<file path="src/rtl/stream_differ.sv">
`timescale 1ns/1ps
// stream_differ
// AXI-Stream delta decoder: recovers original samples from a running-sum
// stream. Each accepted beat x produces x - prev (mod 2^DATA_W), where prev
// is the previous input of the same frame (0 at frame start / after reset).
// A main output register plus a one-entry skid register give full throughput
// while s_ready stays a pure register output.
//
// Ports
//   clk        : clock, rising edge
//   reset_n    : asynchronous active-low reset
//   s_valid    : input beat valid
//   s_data     : input running-sum sample
//   s_last     : input last beat of frame
//   s_ready    : input ready (registered)
//   m_valid    : output beat valid
//   m_data     : decoded difference
//   m_last     : copy of s_last for the beat
//   m_ready    : output ready
//   frame_cnt  : number of accepted beats with s_last=1 (wraps)
module stream_differ #(
    parameter int unsigned DATA_W = 32
) (
    input  logic              clk,
    input  logic              reset_n,
    input  logic              s_valid,
    input  logic [DATA_W-1:0] s_data,
    input  logic              s_last,
    output logic              s_ready,
    output logic              m_valid,
    output logic [DATA_W-1:0] m_data,
    output logic              m_last,
    input  logic              m_ready,
    output logic [15:0]       frame_cnt
);

    logic              ready_en_q;
    logic [DATA_W-1:0] prev_q,      prev_d;
    logic              m_valid_q,   m_valid_d;
    logic [DATA_W-1:0] m_data_q,    m_data_d;
    logic              m_last_q,    m_last_d;
    logic              k_valid_q,   k_valid_d;
    logic [DATA_W-1:0] k_data_q,    k_data_d;
    logic              k_last_q,    k_last_d;
    logic [15:0]       frame_cnt_q, frame_cnt_d;

    logic              accept;
    logic              drain;
    logic [DATA_W-1:0] beat_data;

    // Registered ready: depends only on flops, never on m_ready.
    assign s_ready   = ready_en_q & ~k_valid_q;
    assign accept    = s_valid & s_ready;
    assign drain     = m_valid_q & m_ready;
    assign beat_data = s_data - prev_q;

    always_comb begin
        prev_d      = prev_q;
        m_valid_d   = m_valid_q;
        m_data_d    = m_data_q;
        m_last_d    = m_last_q;
        k_valid_d   = k_valid_q;
        k_data_d    = k_data_q;
        k_last_d    = k_last_q;
        frame_cnt_d = frame_cnt_q;

        if (accept) begin
            prev_d = s_last ? '0 : s_data;
            if (s_last) begin
                frame_cnt_d = frame_cnt_q + 16'd1;
            end
        end

        if (drain) begin
            if (k_valid_q) begin
                // Skid entry is older than any new beat: it moves up first.
                m_valid_d = 1'b1;
                m_data_d  = k_data_q;
                m_last_d  = k_last_q;
                k_valid_d = accept;
                if (accept) begin
                    k_data_d = beat_data;
                    k_last_d = s_last;
                end
            end else begin
                m_valid_d = accept;
                if (accept) begin
                    m_data_d = beat_data;
                    m_last_d = s_last;
                end
            end
        end else if (!m_valid_q) begin
            m_valid_d = accept;
            if (accept) begin
                m_data_d = beat_data;
                m_last_d = s_last;
            end
        end else if (accept) begin
            // Main register is stalled: park the beat in the skid entry.
            k_valid_d = 1'b1;
            k_data_d  = beat_data;
            k_last_d  = s_last;
        end
    end

    always_ff @(posedge clk or negedge reset_n) begin
        if (!reset_n) begin
            ready_en_q  <= 1'b0;
            prev_q      <= '0;
            m_valid_q   <= 1'b0;
            m_data_q    <= '0;
            m_last_q    <= 1'b0;
            k_valid_q   <= 1'b0;
            k_data_q    <= '0;
            k_last_q    <= 1'b0;
            frame_cnt_q <= '0;
        end else begin
            ready_en_q  <= 1'b1;
            prev_q      <= prev_d;
            m_valid_q   <= m_valid_d;
            m_data_q    <= m_data_d;
            m_last_q    <= m_last_d;
            k_valid_q   <= k_valid_d;
            k_data_q    <= k_data_d;
            k_last_q    <= k_last_d;
            frame_cnt_q <= frame_cnt_d;
        end
    end

    assign m_valid   = m_valid_q;
    assign m_data    = m_data_q;
    assign m_last    = m_last_q;
    assign frame_cnt = frame_cnt_q;

endmodule

</file>
<file path="config.mk">
export PLATFORM = sky130hd
export DESIGN_NAME = stream_differ
export DESIGN_NICKNAME = d
export VERILOG_FILES = /design/src/rtl/stream_differ.sv
export SDC_FILE = /design/constraint.sdc
export NUM_CORES = 1
export LEC_CHECK = 0
export ABC_AREA = 1
export BUFFER_PORTS_ARGS = -buffer_cell sky130_fd_sc_hd__buf_2
export CAP_MARGIN = 20
export CELL_PAD_IN_SITES_DETAIL_PLACEMENT = 0
export CELL_PAD_IN_SITES_GLOBAL_PLACEMENT = 1
export CORE_ASPECT_RATIO = 1.5
export CORE_MARGIN = 5
export CORE_UTILIZATION = 40
export CTS_CLUSTER_SIZE = 40
export DETAILED_ROUTE_END_ITERATION = 16
export GPL_TIMING_DRIVEN = 1
export PLACE_DENSITY = 0.76
export SYNTH_ARGS = -nofsm -noshare
export SYNTH_HDL_FRONTEND = slang
export SYNTH_SLANG_ARGS = --single-unit
</file>
<file path="constraint.sdc">
create_clock -name clk -period 2.45 [get_ports clk]
set_input_delay 0.245 -clock clk [delete_from_list [all_inputs] [get_ports clk]]
set_output_delay 0.245 -clock clk [all_outputs]
set_load 0.01 [all_outputs]
</file>
==> results.sh <==
export IMPL_outcome="finished, final reports clean"
export IMPL_ys_seq_elements=117
export IMPL_io_pin_count=88
export IMPL_yosysWarningCount=0
export IMPL_finalCritPeriodShare_pct=93.5
export IMPL_core_um2=18500
export IMPL_wirelength_um=21300
export IMPL_intPower_uw=5930
export IMPL_drc=0
export IMPL_die_w_um=122
export IMPL_layout_min_cycle_time_ns=2.29
export IMPL_critPathLaunchType="flop"
export IMPL_dpl_hpwl_um=16200
export IMPL_cts_root_buf="clkbuf_16"
export IMPL_cts_repair_resized=0
export IMPL_p_per_area_nw_per_um2=1170
export IMPL_vias=6950
export IMPL_slew_headroom_pct=53.5
export IMPL_tns_ns=0
export IMPL_drive_gt1_share_pct=13.1
export IMPL_setup_viol=0
export IMPL_max_stage_delay_ns=0.40
export IMPL_power_uw=10400
export IMPL_start_util_pct=40.6
export IMPL_power_frac_seq_pct=29.7
export IMPL_path_clk_slew_ns=0.06
export IMPL_drv_slew=0
export IMPL_peakVddDrop_mv=0.565
export IMPL_final_cell_mix="nand2_1 (369), inv_1 (187), dfrtp_1 (117)"
export IMPL_path_common_cell="nand2_1"
export IMPL_dr_first_iter_drc_count=389
export IMPL_max_cap_violations=0
export IMPL_seq_area_frac_synth_pct=38.9
export IMPL_die_h_um=178
export IMPL_insertedDiodeCount=0
export IMPL_rsz0062_at_grt="no"
export IMPL_power_share_switching_pct=42.9
export IMPL_syn_inst=1091
export IMPL_hp_class="primary input to flop"
export IMPL_finish_instance_area_um2=8910
export IMPL_finalWorstSetupSlack_ns=0.158
export IMPL_cp_required_ns=2.81
export IMPL_final_common_cell="nand2_1"
export IMPL_areaGrowthSynthToFinish_pct=18.5
export IMPL_cp_max_fo=3
export IMPL_clock_skew_ns=0.0117
export IMPL_antenna_found_initial=0
export IMPL_drt_pass1_iter_count=5
export IMPL_cts_tree="built"
export IMPL_cts_sinks=117
export IMPL_p_leak_uw=0.00497
export IMPL_dp_slack_ns=0.186
export IMPL_switching_power_uw=4450
export IMPL_power_frac_clock_pct=24.3
export IMPL_synth_cell_type_count=39
export IMPL_syn_num_nets=1161
export IMPL_grt_max_degree=63
export IMPL_hold_viol=0
export IMPL_grt_overflow_total=0
export IMPL_netlist_area_um2=7520
export IMPL_grt_usage_pct=20.8
export IMPL_cts_htree_levels=4
export IMPL_final_nets=1251
export IMPL_clock_latency_ns=0.42
export IMPL_gp_congestion=0.861
export IMPL_path_class="flop to flop"
export IMPL_grt_pass1_wl_um=35200
export IMPL_antenna_left=0
export IMPL_die_area_um2=21700
export IMPL_p_comb_share_pct=46.0
export IMPL_end_kind="flop"
export IMPL_grt_pass1_vias=7140
export IMPL_wl_per_cell_um=14.7
export IMPL_place_area_um2=8290
export IMPL_rows=61
export IMPL_portBuffers=87
export IMPL_cp_arrival_ns=2.65
export IMPL_clockBufferDepth=2
export IMPL_vias_per_cell=4.81
export IMPL_max_freq_mhz=436
export IMPL_cpMaxStageDelayCell="fa_1"
export IMPL_worst_path_buf_inv=1
export IMPL_crit_chain="ha_1 -> fa_1 -> inv_1 -> nand2_1 -> nand3_1 -> nand2_1 -> nand2_1 -> xor2_1 -> nand2_1 -> nand2_1 -> nand2_1 -> nand2_1"
export IMPL_cts_made_buffers=17
export IMPL_crit_family="simple AND/OR/NAND/NOR gates"
export IMPL_synth_avg_cell_area_um2=6.90
export IMPL_worst_slew_pin_slew_ns=0.697
## worst reg2reg max path: stages (launching register included)
cell     delay (ns)
dfrtp_1        0.39
ha_1           0.22
fa_1           0.40
inv_1          0.09
nand2_1        0.06
nand3_1        0.14
nand2_1        0.09
nand2_1        0.21
xor2_1         0.29
nand2_1        0.15
nand2_1        0.09
nand2_1        0.05
nand2_1        0.05
## Yosys cell counts (all sizes together)
| cell | number | area share (%) |
|---|---|---|
| nor3 | 3 | 0.33 |
| xor2 | 16 | 1.9 |
| o21a | 2 | 0.20 |
| ha | 32 | 5.3 |
| nor2 | 59 | 3.6 |
| a221oi | 2 | 0.23 |
| o21bai | 2 | 0.20 |
| fa | 1 | 0.27 |
| dfrtp | 117 | 39 |
| nand3 | 76 | 5.3 |
| conb | 1 | 0.050 |
| xnor2 | 10 | 1.2 |
| a22oi | 3 | 0.30 |
| o31ai | 1 | 0.10 |
| a21o | 1 | 0.10 |
| buf | 13 | 0.80 |
| clkinv | 1 | 0.066 |
| a21oi | 77 | 5.1 |
| nand3b | 6 | 0.60 |
| and2 | 3 | 0.25 |
| a31oi | 2 | 0.17 |
| inv | 191 | 9.5 |
| o22ai | 19 | 1.6 |
| o21ai | 55 | 3.7 |
| o211ai | 3 | 0.30 |
| or2 | 1 | 0.12 |
| nand2 | 372 | 19 |
| nand4 | 2 | 0.25 |
| clkbuf | 20 | 1.0 |
## power by group through the flow
| stage | clock (uW) | combinational (uW) | sequential [uW] |
|---|---|---|---|
| after floorplan | 0 | 3230 | 3140 |
| after global placement | 0 | 4790 | 3100 |
| after detailed placement | 0 | 4820 | 3120 |
| after CTS | 2580 | 4850 | 3090 |
| after global routing | 2660 | 5480 | 3170 |
| final | 2520 | 4780 | 3080 |
## per-layer routing
| metal | vias to the layer above | share of wire [%] | global-route usage (%) |
|---|---|---|---|
| met2 | 117 | 55 | 40.5 |
| met5 | - | 0 | 0 |
| met3 | 28 | 2.6 | 3.06 |
| li1 | 3588 | - | - |
| met4 | 0 | 2.9 | 8.18 |
| met1 | 3217 | 40 | 22.1 |
## through the flow
stage | util, % | hold slack [ns] | cells
6_report | 48.1 | 0.0789 | 1446
4_1_cts | 48.1 | 0.0662 | 1446
2_1_floorplan | - | -0.0506 | 1091
3_5_place_dp | 44.7 | 0.321 | 1412
3_3_place_gp | 44.7 | 0.331 | 1412
5_1_grt | 48.1 | 0.0810 | 1446
## cells by family after synthesis
family	count (synthesis)	share of synthesized area, %
flip-flops	117	38.9
AO/OA/AOI/OAI	167	12.0
XOR/XNOR	26	3.03
other	1	0.0498
buffers and inverters	225	11.4
adder cells (fa/ha/maj)	33	5.59
AND/OR/NAND/NOR	522	29.1
## registers in the layout (all words and copies together), names as in the netlist
name,flops
k_data_q,32
m_data,32
prev_q,32
frame_cnt,16
k_last_q,1
k_valid_q,1
m_last,1
m_valid,1
ready_en_q,1
## timing repair
action / 4_1_cts / 5_1_grt
buffers inserted: 0 / 0
hold endpoints to repair: 46 / 0
hold buffers: 2 / 0
## path summary, 6_finish.rpt
check / start / to / slack [ns] / cells past startpoint
max: prev_q[0]$_DFFE_PN0P_ / m_data[14]$_DFFE_PN0P_ / 0.16 / 12
max in group asynchronous: reset_n / m_data[3]$_DFFE_PN0P_ / 1.37 / 3
min in group asynchronous: reset_n / prev_q[5]$_DFFE_PN0P_ / 0.41 / 2
min: s_data[26] / prev_q[26]$_DFFE_PN0P_ / 0.08 / 3
max reg2reg: prev_q[0]$_DFFE_PN0P_ / m_data[14]$_DFFE_PN0P_ / 0.16 / 12
min reg2reg: frame_cnt[15]$_DFFE_PN0P_ / frame_cnt[15]$_DFFE_PN0P_ / 0.47 / 1
## layout make-up
type	instances	area (um2)
well taps	252	315
multi-input cells	749	3740
fillers	1952	9630
repair buffers	104	608
flip-flops and latches	117	2930
clock buffers	19	453
inverters	192	722
clock inverters	13	146
Power figures use the tool's default switching activity.
